File: src/rtl/aes_opbuf_pkg.sv
// ---------------------------------------------------------------------------
// aes_opbuf_pkg
// Shared types and helpers for the AES cipher-text serializer.
//   state_t        : serializer FSM states (S_IDLE, S_SEND)
//   blk_bits()     : bits in one cipher block of rows x cols bytes
//   BIT_ORDER_*    : encodings of the within-byte bit order parameter
// ---------------------------------------------------------------------------
package aes_opbuf_pkg;

   typedef enum logic {
      S_IDLE = 1'b0,
      S_SEND = 1'b1
   } state_t;

   localparam int BIT_ORDER_LSB = 0;
   localparam int BIT_ORDER_MSB = 1;

   function automatic int blk_bits(input int rows, input int cols);
      return 8 * rows * cols;
   endfunction

endpackage

File: src/rtl/aes_opbuf_blk_fifo.sv
// ---------------------------------------------------------------------------
// aes_opbuf_blk_fifo
// Block-wide FIFO holding whole cipher blocks between the AES core and the
// serializer. Pointers carry one extra wrap bit so full and empty are
// distinguishable without a separate counter.
// Ports:
//   i_clk, i_rst   clock, asynchronous active-high reset
//   i_flush        synchronous clear (pointers equalised, push dropped)
//   i_push/i_wdata write one block (ignored when full)
//   i_pop          advance read pointer (ignored when empty)
//   o_rdata        head block (combinational read of current head)
//   o_level        blocks held, o_full / o_empty status
// ---------------------------------------------------------------------------
module aes_opbuf_blk_fifo #(
   parameter int DEPTH = 8,
   parameter int W     = 128
) (
   input  logic                     i_clk,
   input  logic                     i_rst,
   input  logic                     i_flush,
   input  logic                     i_push,
   input  logic [W-1:0]             i_wdata,
   input  logic                     i_pop,
   output logic [W-1:0]             o_rdata,
   output logic [$clog2(DEPTH):0]   o_level,
   output logic                     o_full,
   output logic                     o_empty
);

   localparam int AW = $clog2(DEPTH);

   logic [AW:0]  r_wr_ptr;
   logic [AW:0]  r_rd_ptr;
   logic [W-1:0] r_mem [DEPTH];

   logic w_do_push;
   logic w_do_pop;

   // No write bypass: a push into a full FIFO is refused even if a pop
   // frees an entry on the same edge.
   assign w_do_push = i_push && !o_full && !i_flush;
   assign w_do_pop  = i_pop && !o_empty && !i_flush;

   always_ff @(posedge i_clk or posedge i_rst) begin
      if (i_rst) begin
         r_wr_ptr <= '0;
         r_rd_ptr <= '0;
      end else if (i_flush) begin
         r_rd_ptr <= r_wr_ptr;
      end else begin
         if (w_do_push) r_wr_ptr <= r_wr_ptr + 1'b1;
         if (w_do_pop)  r_rd_ptr <= r_rd_ptr + 1'b1;
      end
   end

   // Storage is intentionally not reset.
   always_ff @(posedge i_clk) begin
      if (w_do_push) r_mem[r_wr_ptr[AW-1:0]] <= i_wdata;
   end

   assign o_rdata = r_mem[r_rd_ptr[AW-1:0]];
   assign o_level = r_wr_ptr - r_rd_ptr;
   assign o_empty = (r_wr_ptr == r_rd_ptr);
   assign o_full  = (r_wr_ptr[AW] != r_rd_ptr[AW]) &&
                    (r_wr_ptr[AW-1:0] == r_rd_ptr[AW-1:0]);

endmodule

File: src/rtl/aes_cipher_serializer.sv
// ---------------------------------------------------------------------------
// aes_cipher_serializer
// Buffers cipher blocks from the AES core in a DEPTH-block FIFO and streams
// each block to the OFDM front end as SER_W-bit beats, byte 0 first, bits
// within a byte in BIT_ORDER (first bit in ofdm_sdata[0]).
// Handshakes: a transfer happens on a rising edge where vld && rdy;
// cipher_txt_rdy depends only on full and flush, never on cipher_txt_vld.
// Ports:
//   aes_clk, reset            clock, asynchronous active-high reset
//   flush                     synchronous clear of FIFO and serializer
//   cipher_txt_vld/_rdy       block input handshake, aes_cipher_txt data
//   ofdm_sdata_vld/_rdy       serial beat handshake, ofdm_sdata data
//   level, full, empty        FIFO storage status (serializer excluded)
//   ofdm_sdata_last           final beat marker, only with AES_OPBUF_LAST_EN
// Optional feature macro: AES_OPBUF_LAST_EN
// ---------------------------------------------------------------------------
module aes_cipher_serializer
   import aes_opbuf_pkg::*;
#(
   parameter int DEPTH     = 8,
   parameter int SER_W     = 1,
   parameter int NO_ROWS   = 4,
   parameter int NO_COLS   = 4,
   parameter int BIT_ORDER = 0
) (
   input  logic                     aes_clk,
   input  logic                     reset,
   input  logic                     flush,
   input  logic                     cipher_txt_vld,
   output logic                     cipher_txt_rdy,
   input  logic [7:0]               aes_cipher_txt [NO_ROWS][NO_COLS],
   output logic                     ofdm_sdata_vld,
   input  logic                     ofdm_sdata_rdy,
   output logic [SER_W-1:0]         ofdm_sdata,
   output logic [$clog2(DEPTH):0]   level,
   output logic                     full,
   output logic                     empty
`ifdef AES_OPBUF_LAST_EN
   ,
   output logic                     ofdm_sdata_last
`endif
);

   localparam int BLK_BITS = blk_bits(NO_ROWS, NO_COLS);
   localparam int BEATS    = BLK_BITS / SER_W;
   localparam int CW       = $clog2(BEATS);
   localparam logic [CW-1:0] LAST_BEAT = CW'(BEATS - 1);

   logic [BLK_BITS-1:0] w_blk_flat;
   logic [BLK_BITS-1:0] w_head;
   logic                w_full;
   logic                w_empty;
   logic                w_push;
   logic                w_pop;
   logic                w_last_beat;

   state_t              r_state;
   logic [BLK_BITS-1:0] r_shift;
   logic [CW-1:0]       r_cnt;
   logic                r_vld;

   // Flatten byte k to bits [8k +: 8]. For MSB-first the bits of each byte
   // are mirrored here, so the serializer always shifts out from bit 0.
   for (genvar k = 0; k < NO_ROWS * NO_COLS; k++) begin : g_byte
      for (genvar b = 0; b < 8; b++) begin : g_bit
         if (BIT_ORDER == BIT_ORDER_MSB) begin : g_msb
            assign w_blk_flat[8*k + b] = aes_cipher_txt[k / NO_COLS][k % NO_COLS][7 - b];
         end else begin : g_lsb
            assign w_blk_flat[8*k + b] = aes_cipher_txt[k / NO_COLS][k % NO_COLS][b];
         end
      end
   end

   assign cipher_txt_rdy = !w_full && !flush;
   assign w_push         = cipher_txt_vld && cipher_txt_rdy;
   assign w_last_beat    = (r_cnt == LAST_BEAT);

   // Pop when idle with data waiting, or on the accepted final beat so the
   // next block follows without a bubble.
   assign w_pop = !flush && !w_empty &&
                  ((r_state == S_IDLE) ||
                   (ofdm_sdata_rdy && w_last_beat));

   aes_opbuf_blk_fifo #(
      .DEPTH (DEPTH),
      .W     (BLK_BITS)
   ) u_fifo (
      .i_clk   (aes_clk),
      .i_rst   (reset),
      .i_flush (flush),
      .i_push  (w_push),
      .i_wdata (w_blk_flat),
      .i_pop   (w_pop),
      .o_rdata (w_head),
      .o_level (level),
      .o_full  (w_full),
      .o_empty (w_empty)
   );

   always_ff @(posedge aes_clk or posedge reset) begin
      if (reset) begin
         r_state <= S_IDLE;
         r_shift <= '0;
         r_cnt   <= '0;
         r_vld   <= 1'b0;
      end else if (flush) begin
         r_state <= S_IDLE;
         r_cnt   <= '0;
         r_vld   <= 1'b0;
      end else begin
         case (r_state)
            S_IDLE: begin
               if (!w_empty) begin
                  r_shift <= w_head;
                  r_cnt   <= '0;
                  r_vld   <= 1'b1;
                  r_state <= S_SEND;
               end
            end
            S_SEND: begin
               // Data only moves on an accepted beat, so it is held stable
               // under backpressure.
               if (ofdm_sdata_rdy) begin
                  if (!w_last_beat) begin
                     r_shift <= r_shift >> SER_W;
                     r_cnt   <= r_cnt + CW'(1);
                  end else if (!w_empty) begin
                     r_shift <= w_head;
                     r_cnt   <= '0;
                  end else begin
                     r_cnt   <= '0;
                     r_vld   <= 1'b0;
                     r_state <= S_IDLE;
                  end
               end
            end
         endcase
      end
   end

   assign ofdm_sdata_vld = r_vld;
   assign ofdm_sdata     = r_shift[SER_W-1:0];
   assign full           = w_full;
   assign empty          = w_empty;

`ifdef AES_OPBUF_LAST_EN
   assign ofdm_sdata_last = r_vld && w_last_beat;
`endif

endmodule

File: config.mk
export PLATFORM = sky130hd
export DESIGN_NAME = aes_cipher_serializer
export DESIGN_NICKNAME = d
export VERILOG_FILES = /design/src/rtl/aes_opbuf_pkg.sv /design/src/rtl/aes_opbuf_blk_fifo.sv /design/src/rtl/aes_cipher_serializer.sv
export SDC_FILE = /design/constraint.sdc
export NUM_CORES = 1
export LEC_CHECK = 0
export CAP_MARGIN = 20
export CORE_MARGIN = 4
export CORE_UTILIZATION = 40
export CTS_CLUSTER_SIZE = 40
export DETAILED_ROUTE_END_ITERATION = 10
export PLACE_DENSITY = 0.67
export SLEW_MARGIN = 20
export SYNTH_ARGS = -nofsm -noshare
export SYNTH_HDL_FRONTEND = slang
export SYNTH_SLANG_ARGS = --single-unit
File: constraint.sdc
create_clock -name aes_clk -period 21.5 [get_ports aes_clk]
set_clock_uncertainty 0.05 [all_clocks]
set_input_delay 4.3 -clock aes_clk [delete_from_list [all_inputs] [get_ports aes_clk]]
set_output_delay 4.3 -clock aes_clk [all_outputs]
set_load 0.1 [all_outputs]
# Word-level counts from Yosys, hierarchy flattened

Memories as Yosys holds them, arrays and structs flattened.
Cells that the tools add are included.

Multiplexer cells: 24
Reductions and logical operators: 19
Bitwise operators: 2
Equality and inequality tests: 9
$add $sub $neg: 4

Operators with widths:

| cell                  | number |
|---|---|
| $mux W128             | 3 |
| $pmux W128 S2         | 1 |
| $mux W7               | 4 |
| $pmux W7 S2           | 1 |
| $mux W1               | 11 |
| $logic_and A1 B1 Y1   | 10 |
| $ne A3 B3 Y1 const B  | 3 |
| $add A4 B1 Y4 const B | 2 |
| $mux W4               | 2 |
| $add A7 B1 Y7 const B | 1 |
| $eq A7 B7 Y1 const B  | 1 |
| $reduce_and A2 Y1     | 3 |
| $eq A4 B4 Y1          | 1 |
| $pmux W1 S2           | 2 |
| $reduce_and A4 Y1     | 1 |
| $sub A4 B4 Y4         | 1 |
| $eq A3 B3 Y1          | 1 |
| $logic_not A1 Y1      | 3 |
| $ne A3 B2 Y1 const B  | 1 |
| $ne A2 B2 Y1 const B  | 1 |
| $not A1 Y1            | 2 |
| $reduce_bool A2 Y1    | 1 |
| $logic_or A1 B1 Y1    | 1 |
| $ne A1 B1 Y1          | 1 |

Input bits: 133
RAM bits: 1024
Word-level logic and storage cells: 65
Output and inout port bits: 9
Memories kept: 1
Register bits after elaboration: 145

Memory list:

| name         | words | width | read ports | clocked after Yosys merged registers in | write ports | line                     | RTL |
|---|---|---|---|---|---|---|---|
| u_fifo.r_mem | 8     | 128   | 1          | 0                                       | 1           | aes_opbuf_blk_fifo.sv:34 | `logic [W-1:0] r_mem [DEPTH];` |

# Longest topological paths before layout

Gate-level depths: netlist of run 1.

Depth in word-level cells: 9
Mapped depth: 12
Depth with buffers taken out: 7

# Modules after synthesis

From an unflattened synthesis of run 1, not the netlist that was laid out.

Cell total of the unflattened synthesis: 2311
Area total of the unflattened synthesis: 45394.8 um2

By module, submodules not included:

| module                | seq. area each (um2) | cells each | area each (um2) | instances |
|---|---|---|---|---|
| aes_opbuf_blk_fifo    | 30949.7              | 1821       | 39115.0         | 1 |
| aes_cipher_serializer | 3428.3               | 490        | 6279.8          | 1 |

# Least setup slack after synthesis of run 1

No wires, ideal clock.

Path type: input to register
From: input flush
To: memory u_fifo.r_mem[0][0], enable pin
Arrival time: 18.613 ns
Buffers on the path: 1
Setup slack: 1.904 ns
Library setup time: 0.933 ns
Data required time: 20.517 ns
Stages on the path: 4
Cells stage by stage: buf_2 > a21oi_1 > nand2_1 > nor4_1

Cells in the longest elaborated chain, start to end: 7

Ends and longest elaborated chain:

| item                              | line                        | RTL |
|---|---|---|
| start, declared                   | aes_cipher_serializer.sv:28 | `input logic flush,` |
| $logic_not A1 Y1                  | aes_cipher_serializer.sv:74 | `assign cipher_txt_rdy = !w_full && !flush;` |
| $logic_and A1 B1 Y1               | aes_cipher_serializer.sv:74 |  |
| named net cipher_txt_rdy          | aes_cipher_serializer.sv:30 | `output logic cipher_txt_rdy,` |
| $logic_and A1 B1 Y1               | aes_cipher_serializer.sv:75 | `assign w_push = cipher_txt_vld && cipher_txt_rdy;` |
| $logic_and A1 B1 Y1 (2 in series) | aes_opbuf_blk_fifo.sv:41    | `assign w_do_push = i_push && !o_full && !i_flush;` |
| $mux W1                           | aes_opbuf_blk_fifo.sv:58    | `if (w_do_push) r_mem[r_wr_ptr[AW-1:0]] <= i_wdata;` |
| $mux W1 (implied by the code)     | aes_opbuf_blk_fifo.sv:58    |  |
| end, declared                     | aes_opbuf_blk_fifo.sv:34    |  |

The timed path passes the listed nets, and every way through them passes these cells.

# Worst setup path after layout of run 1

From: input flush
To: output cipher_txt_rdy

Cells in the longest elaborated chain, start to end: 2

Ends and longest elaborated chain:

| item                | line |
|---|---|
| $logic_not A1 Y1    | aes_cipher_serializer.sv:74 |
| $logic_and A1 B1 Y1 | aes_cipher_serializer.sv:74 |
| end, declared       | aes_cipher_serializer.sv:30 |

Every way passes these cells.

==> results of run 1 <==
[state kept, by name (all words and copies together), names as in the netlist]
register         count
ofdm_sdata_vld       1
r_cnt                7
r_shift            128
r_state              1
u_fifo.r_mem      1024
u_fifo.r_rd_ptr      4
u_fifo.r_wr_ptr      4
[synthesized netlist by cell type (2+ instances only)]
master and number:
buf_2 71, nand2_1 10, dfrtp_1 145, nor2_1 11, o2111ai_1 2, mux4_2 256
xnor2_1 4, nand3_1 132, o21ai_0 10, o221a_2 127, buf_6 29, mux2i_1 128
or3_2 3, a31oi_1 4, a21oi_1 9, o31ai_1 2, edfxtp_1 1024, buf_8 10
or3_1 4, ha_1 6, clkbuf_1 19, inv_1 10, nor3_1 5
[critical path, cell delays in order]
cell	delay, ns
clkdlybuf4s50_1	0.64
a21oi_1	0.38
buf_4	0.39
[routing by layer]
layer | GRT usage | wire (um)
met1 | 0.2189 | 40460
met2 | 0.2695 | 47680
met3 | 0.03861 | 6447
met4 | 0.04055 | 1438
met5 | 0 | 61
[cell families after synthesis]
family / synth area share
AO/OA/AOI/OAI: 0.03719
XOR/XNOR: 0.001691
adder cells (fa/ha/maj): 0.002106
buffers and inverters: 0.02184
flip-flops: 0.7614
multiplexers: 0.1563
AND/OR/NAND/NOR: 0.01943
[layout make-up]
type | count | area, um^2
Timing Repair Buffer | 181 | 1789
Clock inverter | 77 | 738.2
Sequential cell | 1169 | 34390
Tap cell | 1488 | 1862
Antenna cell | 18 | 45.04
Clock buffer | 136 | 2964
Fill cell | 9162 | 59730
Multi-Input combinational cell | 737 | 9862
Inverter | 12 | 60.06
[per-stage QoR]
step           cells  hold slack (ns)  worst slack, ns
2_1_floorplan   2050           0.4644            1.904
3_3_place_gp    3584           0.4798            11.43
4_1_cts         3797           0.4966            11.42
5_1_grt         3805           0.5174            11.31
6_report        3818           0.4929            11.42
3_5_place_dp    3584           0.4864            11.43
[power groups by stage]
stage                     combinational [mW]  clock, mW  sequential, mW
after global placement                  1.69          0            2.95
after CTS                               1.72       1.99            2.93
after global routing                    1.81       2.08            2.95
after detailed placement                1.71          0            2.97
final                                   1.68       1.94            2.92
after floorplan                         1.38          0            2.93
[worst max-delay path by stage]
stage                      from            endpoint  slack (ns)  cells after the start
after floorplan           flush  u_fifo.r_mem[0][0]        1.90                      4
after global placement    flush      cipher_txt_rdy       11.43                      3
after detailed placement  flush      cipher_txt_rdy       11.43                      3
after CTS                 flush      cipher_txt_rdy       11.42                      3
after global routing      flush      cipher_txt_rdy       11.31                      3
final                     flush      cipher_txt_rdy       11.42                      3
[placed cells by master, fill, tap and decap left out, types with 2 or more instances in the layout]
| cell | netlist | routed |
|---|---|---|
| edfxtp_1 | 1024 | 1024 |
| mux4_2 | 256 | 256 |
| dfrtp_1 | 145 | 143 |
| clkdlybuf4s50_1 | 0 | 139 |
| nand3_1 | 132 | 132 |
| mux2i_1 | 128 | 128 |
| o221a_2 | 127 | 127 |
| clkbuf_16 | 0 | 113 |
| buf_4 | 0 | 34 |
| clkinv_2 | 0 | 31 |
| clkinv_1 | 1 | 20 |
| diode_2 | 0 | 18 |
| clkbuf_1 | 19 | 18 |
| bufinv_16 | 0 | 11 |
| o21ai_0 | 10 | 10 |
| nand2_1 | 10 | 10 |
| nor2_1 | 11 | 8 |
| inv_1 | 10 | 8 |
| a21oi_1 | 9 | 8 |
| ha_1 | 6 | 6 |
| clkinvlp_4 | 0 | 6 |
| clkbuf_8 | 1 | 5 |
| inv_8 | 0 | 4 |
| a31oi_1 | 4 | 4 |
| xnor2_1 | 4 | 4 |
| nor3_2 | 0 | 4 |
| or3_1 | 4 | 3 |
| or3_2 | 3 | 3 |
| nor2_4 | 0 | 3 |
| clkinv_8 | 0 | 3 |
| inv_6 | 0 | 3 |
| buf_12 | 1 | 3 |
| a21oi_4 | 1 | 2 |
| o31ai_1 | 2 | 2 |
| o2111ai_1 | 2 | 2 |
| buf_16 | 0 | 2 |
| buf_6 | 29 | 2 |
| dfrtp_4 | 0 | 2 |
==> flow_summary.yaml, run 1 <==
route:
  vias_per_cell: 5.529
  drtIter0Drc: 1872
  drt_first_pass_iters: 6
  routed_wl_mm: 96.08
  drc: 0
  num_vias: 21110
  wl_per_cell_um: 25.17
  antenna_left: 0
power:
  p_comb_frac: 0.257
  p_seq_frac: 0.446
  power_density_mw_per_mm2: 126.7
  switchingPower_mw: 1.877
  vdd_drop_max_uv: 75.43
  clock_power_share: 0.297
  leakagePower_nw: 16.63
  intPower_mw: 4.672
  finalPower_mw: 6.550
  swShare: 0.2866
cts:
  clk_pin_slew_ns: 0.06
  insertion_delay_ns: 0.68
  htreeDepth: 3
  numCtsBuffers: 112
  cts_setup_buffers: 0
  clock_sinks: 1169
  cts_root_buffer: "clkbuf_16"
  cts_tree: "built"
  clock_path_buffers: 3
  hold_buffers: 0
  cts-resized-gates: 0
critical_path:
  reg2reg_to: "u_fifo.r_mem[2][114]"
  crit_fanout: 11
  critPathRequiredTime_ns: 17.15
  r2r_setup_slack_ns: 16.84
  crit_type: "input pin to output pin"
  rr_worst_depth: 8
  timing.rr.start: "u_fifo.r_rd_ptr[1]"
  startpoint_type: "input pin"
  cp.arrival_ns: 5.73
  cp-end-kind: "output pin"
cells_and_area:
  design_area_mm2: 0.05171
  area_growth_syn_to_layout_pct: 14.52
  utilization: 0.4640
  final_nets: 2353
  drive_above_1_share: 0.2721
logic_synthesis:
  ys_top_cells_by_area: "edfxtp_1, mux4_2, dfrtp_1, o221a_2, mux2i_1"
  synth_top_area_share: 0.6811
  yosysWarnings: 0
  syn_avg_cell_area_um2: 22.02
  ys_types: 52
  synth-seq-cells: 1169
  synth_edf_count: 1024
  ys_seq_area_frac: 0.7614
  async_flop_share: 0.1240
  synth_top_cell_by_area: "edfxtp_1"
  syn_area_mm2: 0.04515
  postSynthCellCount: 2050
  syn_nets: 2190
  synthFlopType: "edfxtp_1"
global_routing:
  grt_pass1_vias: 22710
  grt_pass1_wl_mm: 144.5
  grt_overflow: 0
  grt_max_degree: 188
  grtUsageTotal: 0.1626
  antenna_found_initial: 29
timing:
  relSlewSlack: 0.2206
  drv_slew: 0
  hold_violations: 0
  fin_crit_ns: 10.08
  rsz0062_at_grt: "false"
  period_share: 0.4689
  setup_viol: 0
  setup_tns_ns: 0
  fmax_mhz: 99.18
  tightest_slew_ns: 1.169
placed_design:
  port_buffers: 141
  globalplace.congestion: 0.7147
  dpl.hpwl_mm: 48.97
  place_area_mm2: 0.04788
die:
  ios: 142
  die_y_um: 344.0
  rows: 122
  floorplan.initialDensity: 0.4052
  dieArea_mm2: 0.1183
  die_w_um: 344.0
  core_mm2: 0.1114
run_status:
  status: "finished clean"
min_path:
  min_path_type: "flop to flop"
  hold_depth: 1
  hold_end: "r_shift[85]"
  hold_start: "r_shift[86]"
run:
  drv_cap: 0
Power figures use the tool's default switching activity.
==> run 2, diff against run 1 <==
--- a/config.mk
+++ b/config.mk
@@ -10,7 +10,7 @@
 export CORE_UTILIZATION = 40
 export CTS_CLUSTER_SIZE = 40
 export DETAILED_ROUTE_END_ITERATION = 10
-export PLACE_DENSITY = 0.67
+export PLACE_DENSITY = 0.69
 export SLEW_MARGIN = 20
 export SYNTH_ARGS = -nofsm -noshare
 export SYNTH_HDL_FRONTEND = slang
==> constraint.sdc (replaced) <==
create_clock -name aes_clk -period 8.91 [get_ports aes_clk]
set_clock_uncertainty 0.05 [all_clocks]
set_input_delay 1.782 -clock aes_clk [delete_from_list [all_inputs] [get_ports aes_clk]]
set_output_delay 1.782 -clock aes_clk [all_outputs]
set_load 0.1 [all_outputs]
==> flow_summary.yaml, run 2 (synthesis results as in run 1) <==
cts:
  clock_sinks: 1169
  insertion_delay_ns: 0.67
  hold_buffers: 0
  numCtsBuffers: 110
  cts_root_buffer: "clkbuf_16"
  clock_path_buffers: 3
  cts_tree: "built"
  clk_pin_slew_ns: 0.06
  cts_setup_buffers: 0
  cts-resized-gates: 0
  htreeDepth: 3
die:
  core_mm2: 0.1114
  die_y_um: 344.0
  dieArea_mm2: 0.1183
  ios: 142
  rows: 122
  die_w_um: 344.0
  floorplan.initialDensity: 0.4052
power:
  leakagePower_nw: 16.56
  switchingPower_mw: 4.493
  finalPower_mw: 15.81
  p_comb_frac: 0.255
  clock_power_share: 0.297
  vdd_drop_max_uv: 303.8
  p_seq_frac: 0.449
  swShare: 0.2842
  power_density_mw_per_mm2: 306.3
  intPower_mw: 11.32
timing:
  relSlewSlack: 0.2675
  tightest_slew_ns: 1.099
  setup_ws_ns: 3.001
  drv_slew: 0
  rsz0062_at_grt: "false"
  fmax_mhz: 169.2
  setup_viol: 0
  period_share: 0.6631
  fin_crit_ns: 5.909
  hold_violations: 0
cells_and_area:
  largest_reg_flops: 1024
  fillers: 9069
  final_common_cell: "edfxtp_1"
  instances_no_fill: 3792
  area_growth_syn_to_layout_pct: 14.34
  final_cell_mix: "edfxtp_1, mux4_2, dfrtp_1"
  drive_above_1_share: 0.2668
  multi_input_area_mm2: 0.009896
  final_nets: 2339
  seq_area_mm2: 0.03439
global_routing:
  grtUsageTotal: 0.1625
  grt_pass1_wl_mm: 145.2
  grt_pass1_vias: 22660
  grt_max_degree: 129
  grt_overflow: 0
  antenna_found_initial: 22
placed_design:
  port_buffers: 141
  globalplace.congestion: 0.7523
  dpl.hpwl_mm: 48.93
  place_inst: 3575
  place_ws_ns: 3.104
critical_path:
  slowest_delay_ns: 1.20
  critPathRequiredTime_ns: 7.08
  critPathBufInv: 2
  crit_fanout: 66
  crit_family: "buffers and inverters"
  crit_path_top_delay_cell: "clkdlybuf4s50_1"
  crit_type: "flop to output pin"
  cp_cell_sequence: "inv_1 > ha_1 > and3_1 > a21oi_1 > clkdlybuf4s50_1"
  cp-end-kind: "output pin"
  cp.arrival_ns: 4.08
  startpoint_type: "flop"
route:
  drt_first_pass_iters: 5
  vias_per_cell: 5.567
  antenna_left: 0
  wl_per_cell_um: 25.21
  drtIter0Drc: 1827
  drc: 0
  routed_wl_mm: 95.61
  num_vias: 21110
run_status:
  status: "finished clean"
run:
  drv_cap: 0
min_path:
  min_path_type: "flop to flop"
[run 2: worst paths after layout]
kind	from	endpoint	slack [ns]	cells past startpoint
min reg2reg	r_shift[101]	r_shift[100]	0.50	1
min in group asynchronous	reset	r_shift[22]	1.73	2
min	r_shift[101]	r_shift[100]	0.50	1
max reg2reg	u_fifo.r_rd_ptr[2]	u_fifo.r_mem[1][28]	4.29	7
max in group asynchronous	reset	u_fifo.r_rd_ptr[0]	5.67	3
max	u_fifo.r_rd_ptr[2]	cipher_txt_rdy	3.00	5
[run 2: cell type report]
class	instances	area share
inverter	12	0.001115
sequential	1169	0.6661
timing repair buffer	169	0.03325
clock buffer	159	0.06079
clock inverter	48	0.01054
antenna	10	0.0004847
tap	1488	0.03606
multi-input combinational	737	0.1917
[run 2: power groups by stage]
stage	Combinational (mW)	Clock, mW	Sequential, mW
detailed placement	4.09	0	7.20
floorplan	3.35	0	7.03
finish	4.02	4.69	7.10
CTS	4.10	4.78	7.10
global route	4.34	5.03	7.16
global placement	4.01	0	7.16
[run 2: routing by layer]
metal / track usage / vias to the layer above / share of wire
met4: 0.03732 / 18 / 0.016
met3: 0.03206 / 150 / 0.056
li1: - / 8996 / -
met2: 0.2870 / 521 / 0.53
met1: 0.2087 / 11430 / 0.40
met5: 0 / - / 0.0013
[run 2: through the flow]
step	utilization	hold slack [ns]	area [um^2]	TNS [ns]
detailed placement	0.4299	0.4892	47910	0
global route	0.4631	0.5113	51600	0
CTS	0.4630	0.4958	51590	0
floorplan	-	0.4644	45180	-328.61
global placement	0.4299	0.4838	47910	0
finish	0.4633	0.4953	51620	0
==> run 3, diff against run 2 <==
--- a/config.mk
+++ b/config.mk
@@ -10,7 +10,7 @@
 export CORE_UTILIZATION = 40
 export CTS_CLUSTER_SIZE = 40
 export DETAILED_ROUTE_END_ITERATION = 10
-export PLACE_DENSITY = 0.69
+export PLACE_DENSITY = 0.67
 export SLEW_MARGIN = 20
 export SYNTH_ARGS = -nofsm -noshare
 export SYNTH_HDL_FRONTEND = slang
==> constraint.sdc (replaced) <==
create_clock -name aes_clk -period 5.56 [get_ports aes_clk]
set_clock_uncertainty 0.05 [all_clocks]
set_input_delay 1.112 -clock aes_clk [delete_from_list [all_inputs] [get_ports aes_clk]]
set_output_delay 1.112 -clock aes_clk [all_outputs]
set_load 0.1 [all_outputs]
==> flow_summary.yaml, run 3 (synthesis results as in run 1) <==
run_status:
  status: "finished clean"
min_path:
  min_path_type: "flop to flop"
critical_path:
  endpoint: "level[0]"
  r2r_setup_slack_ns: 2.04
  worst-path-stages: 4
  critPathLaunch: "u_fifo.r_wr_ptr[0]"
  crit_family: "buffers and inverters"
  cp.arrival_ns: 3.09
  crit_type: "flop to output pin"
  critPathBufInv: 3
  timing.rr.start: "u_fifo.r_rd_ptr[1]"
  startpoint_type: "flop"
  rr_worst_depth: 6
  slowest_delay_ns: 1.19
  crit_path_top_delay_cell: "clkdlybuf4s50_1"
  crit_fanout: 8
  cp_cell_sequence: "inv_1 > ha_1 > inv_1 > clkdlybuf4s50_1"
  reg2reg_to: "u_fifo.r_mem[7][56]"
  critPathRequiredTime_ns: 4.40
  cp-end-kind: "output pin"
  path_common_cell: "inv_1"
timing:
  period_share: 0.7643
  rsz0062_at_grt: "false"
  fin_crit_ns: 4.249
  setup_ws_ns: 1.311
  drv_slew: 0
  setup_tns_ns: 0
  tightest_slew_ns: 1.076
  hold_violations: 0
  relSlewSlack: 0.2830
  setup_viol: 0
  fmax_mhz: 235.3
die:
  ios: 142
  core_mm2: 0.1114
  floorplan.initialDensity: 0.4052
  dieArea_mm2: 0.1183
  die_w_um: 344.0
  die_y_um: 344.0
  rows: 122
placed_design:
  place_area_mm2: 0.04804
  place_ws_ns: 1.389
  dpl.hpwl_mm: 50.30
  port_buffers: 141
  globalplace.congestion: 0.7177
cts:
  cts_setup_buffers: 0
  numCtsBuffers: 114
  htreeDepth: 3
  insertion_delay_ns: 0.71
  cts_root_buffer: "clkbuf_16"
  clk_pin_slew_ns: 0.06
  clock_sinks: 1169
  cts-resized-gates: 0
  clock_path_buffers: 3
  hold_buffers: 0
  cts_tree: "built"
global_routing:
  grtUsageTotal: 0.1630
  grt_pass1_wl_mm: 145.5
  antenna_found_initial: 17
  grt_overflow: 0
  grt_max_degree: 119
  grt_pass1_vias: 22870
route:
  drc: 0
  drtIter0Drc: 1786
  num_vias: 21300
  vias_per_cell: 5.591
  wl_per_cell_um: 25.03
  drt_first_pass_iters: 5
  routed_wl_mm: 95.33
  antenna_left: 0
cells_and_area:
  area_growth_syn_to_layout_pct: 15.11
  final_common_cell: "edfxtp_1"
  final_cell_mix: "edfxtp_1, mux4_2, dfrtp_1"
  largest_reg_flops: 1024
  utilization: 0.4664
  final_nets: 2353
  drive_above_1_share: 0.2765
  design_area_mm2: 0.05197
power:
  power_density_mw_per_mm2: 495.5
  vdd_drop_max_uv: 448.0
  finalPower_mw: 25.75
  leakagePower_nw: 16.72
run:
  drv_cap: 0
-- run 3: cell count changes in the layout (fill, tap and decap cells not counted), sizes merged --
cell,before,now
clkinv,34,42
diode,10,6
clkdlybuf4s50,141,135
inv,12,14
clkbuf,159,156
buf,28,44
bufinv,10,11
clkinvlp,4,7
-- run 3: area by class of cell --
cell class                      count  area (um^2)
Clock buffer                      156         3202
Multi-Input combinational cell    737         9945
Inverter                           12        60.06
Sequential cell                  1169        34390
Timing Repair Buffer              179         1810
Fill cell                        9124        59460
Tap cell                         1488         1862
Clock inverter                     62        691.9
Antenna cell                        6        15.01
-- run 3: how the worst min path moves through the flow --
stage | from | endpoint | slack, ns | cells past startpoint
2_1_floorplan | r_shift[127] | r_shift[127] | 0.46 | 2
3_5_place_dp | r_shift[5] | r_shift[4] | 0.49 | 1
4_1_cts | r_shift[31] | r_shift[30] | 0.47 | 1
6_report | r_shift[31] | r_shift[30] | 0.48 | 1
5_1_grt | r_shift[31] | r_shift[30] | 0.49 | 1
3_3_place_gp | r_shift[84] | r_shift[83] | 0.48 | 1
-- run 3: routing by layer --
metal	GRT usage	vias to the layer above	wire length, um
met5	0	-	64
met2	0.2765	631	47800
li1	-	9017	-
met1	0.2201	11500	39900
met4	0.03819	10	1712
met3	0.03112	141	5851
-- run 3: metrics by stage --
| stage | hold WS, ns | cells |
|---|---|---|
| after floorplan | 0.4644 | 2050 |
| after global routing | 0.4942 | 3804 |
| final | 0.4776 | 3809 |
| after global placement | 0.4838 | 3584 |
| after CTS | 0.4740 | 3802 |
| after detailed placement | 0.4851 | 3584 |
-- run 3: power by group --
group          switching [mW]  internal, mW
logic                    3.62          3.10
clock network            3.25          4.56
registers               0.545          10.7
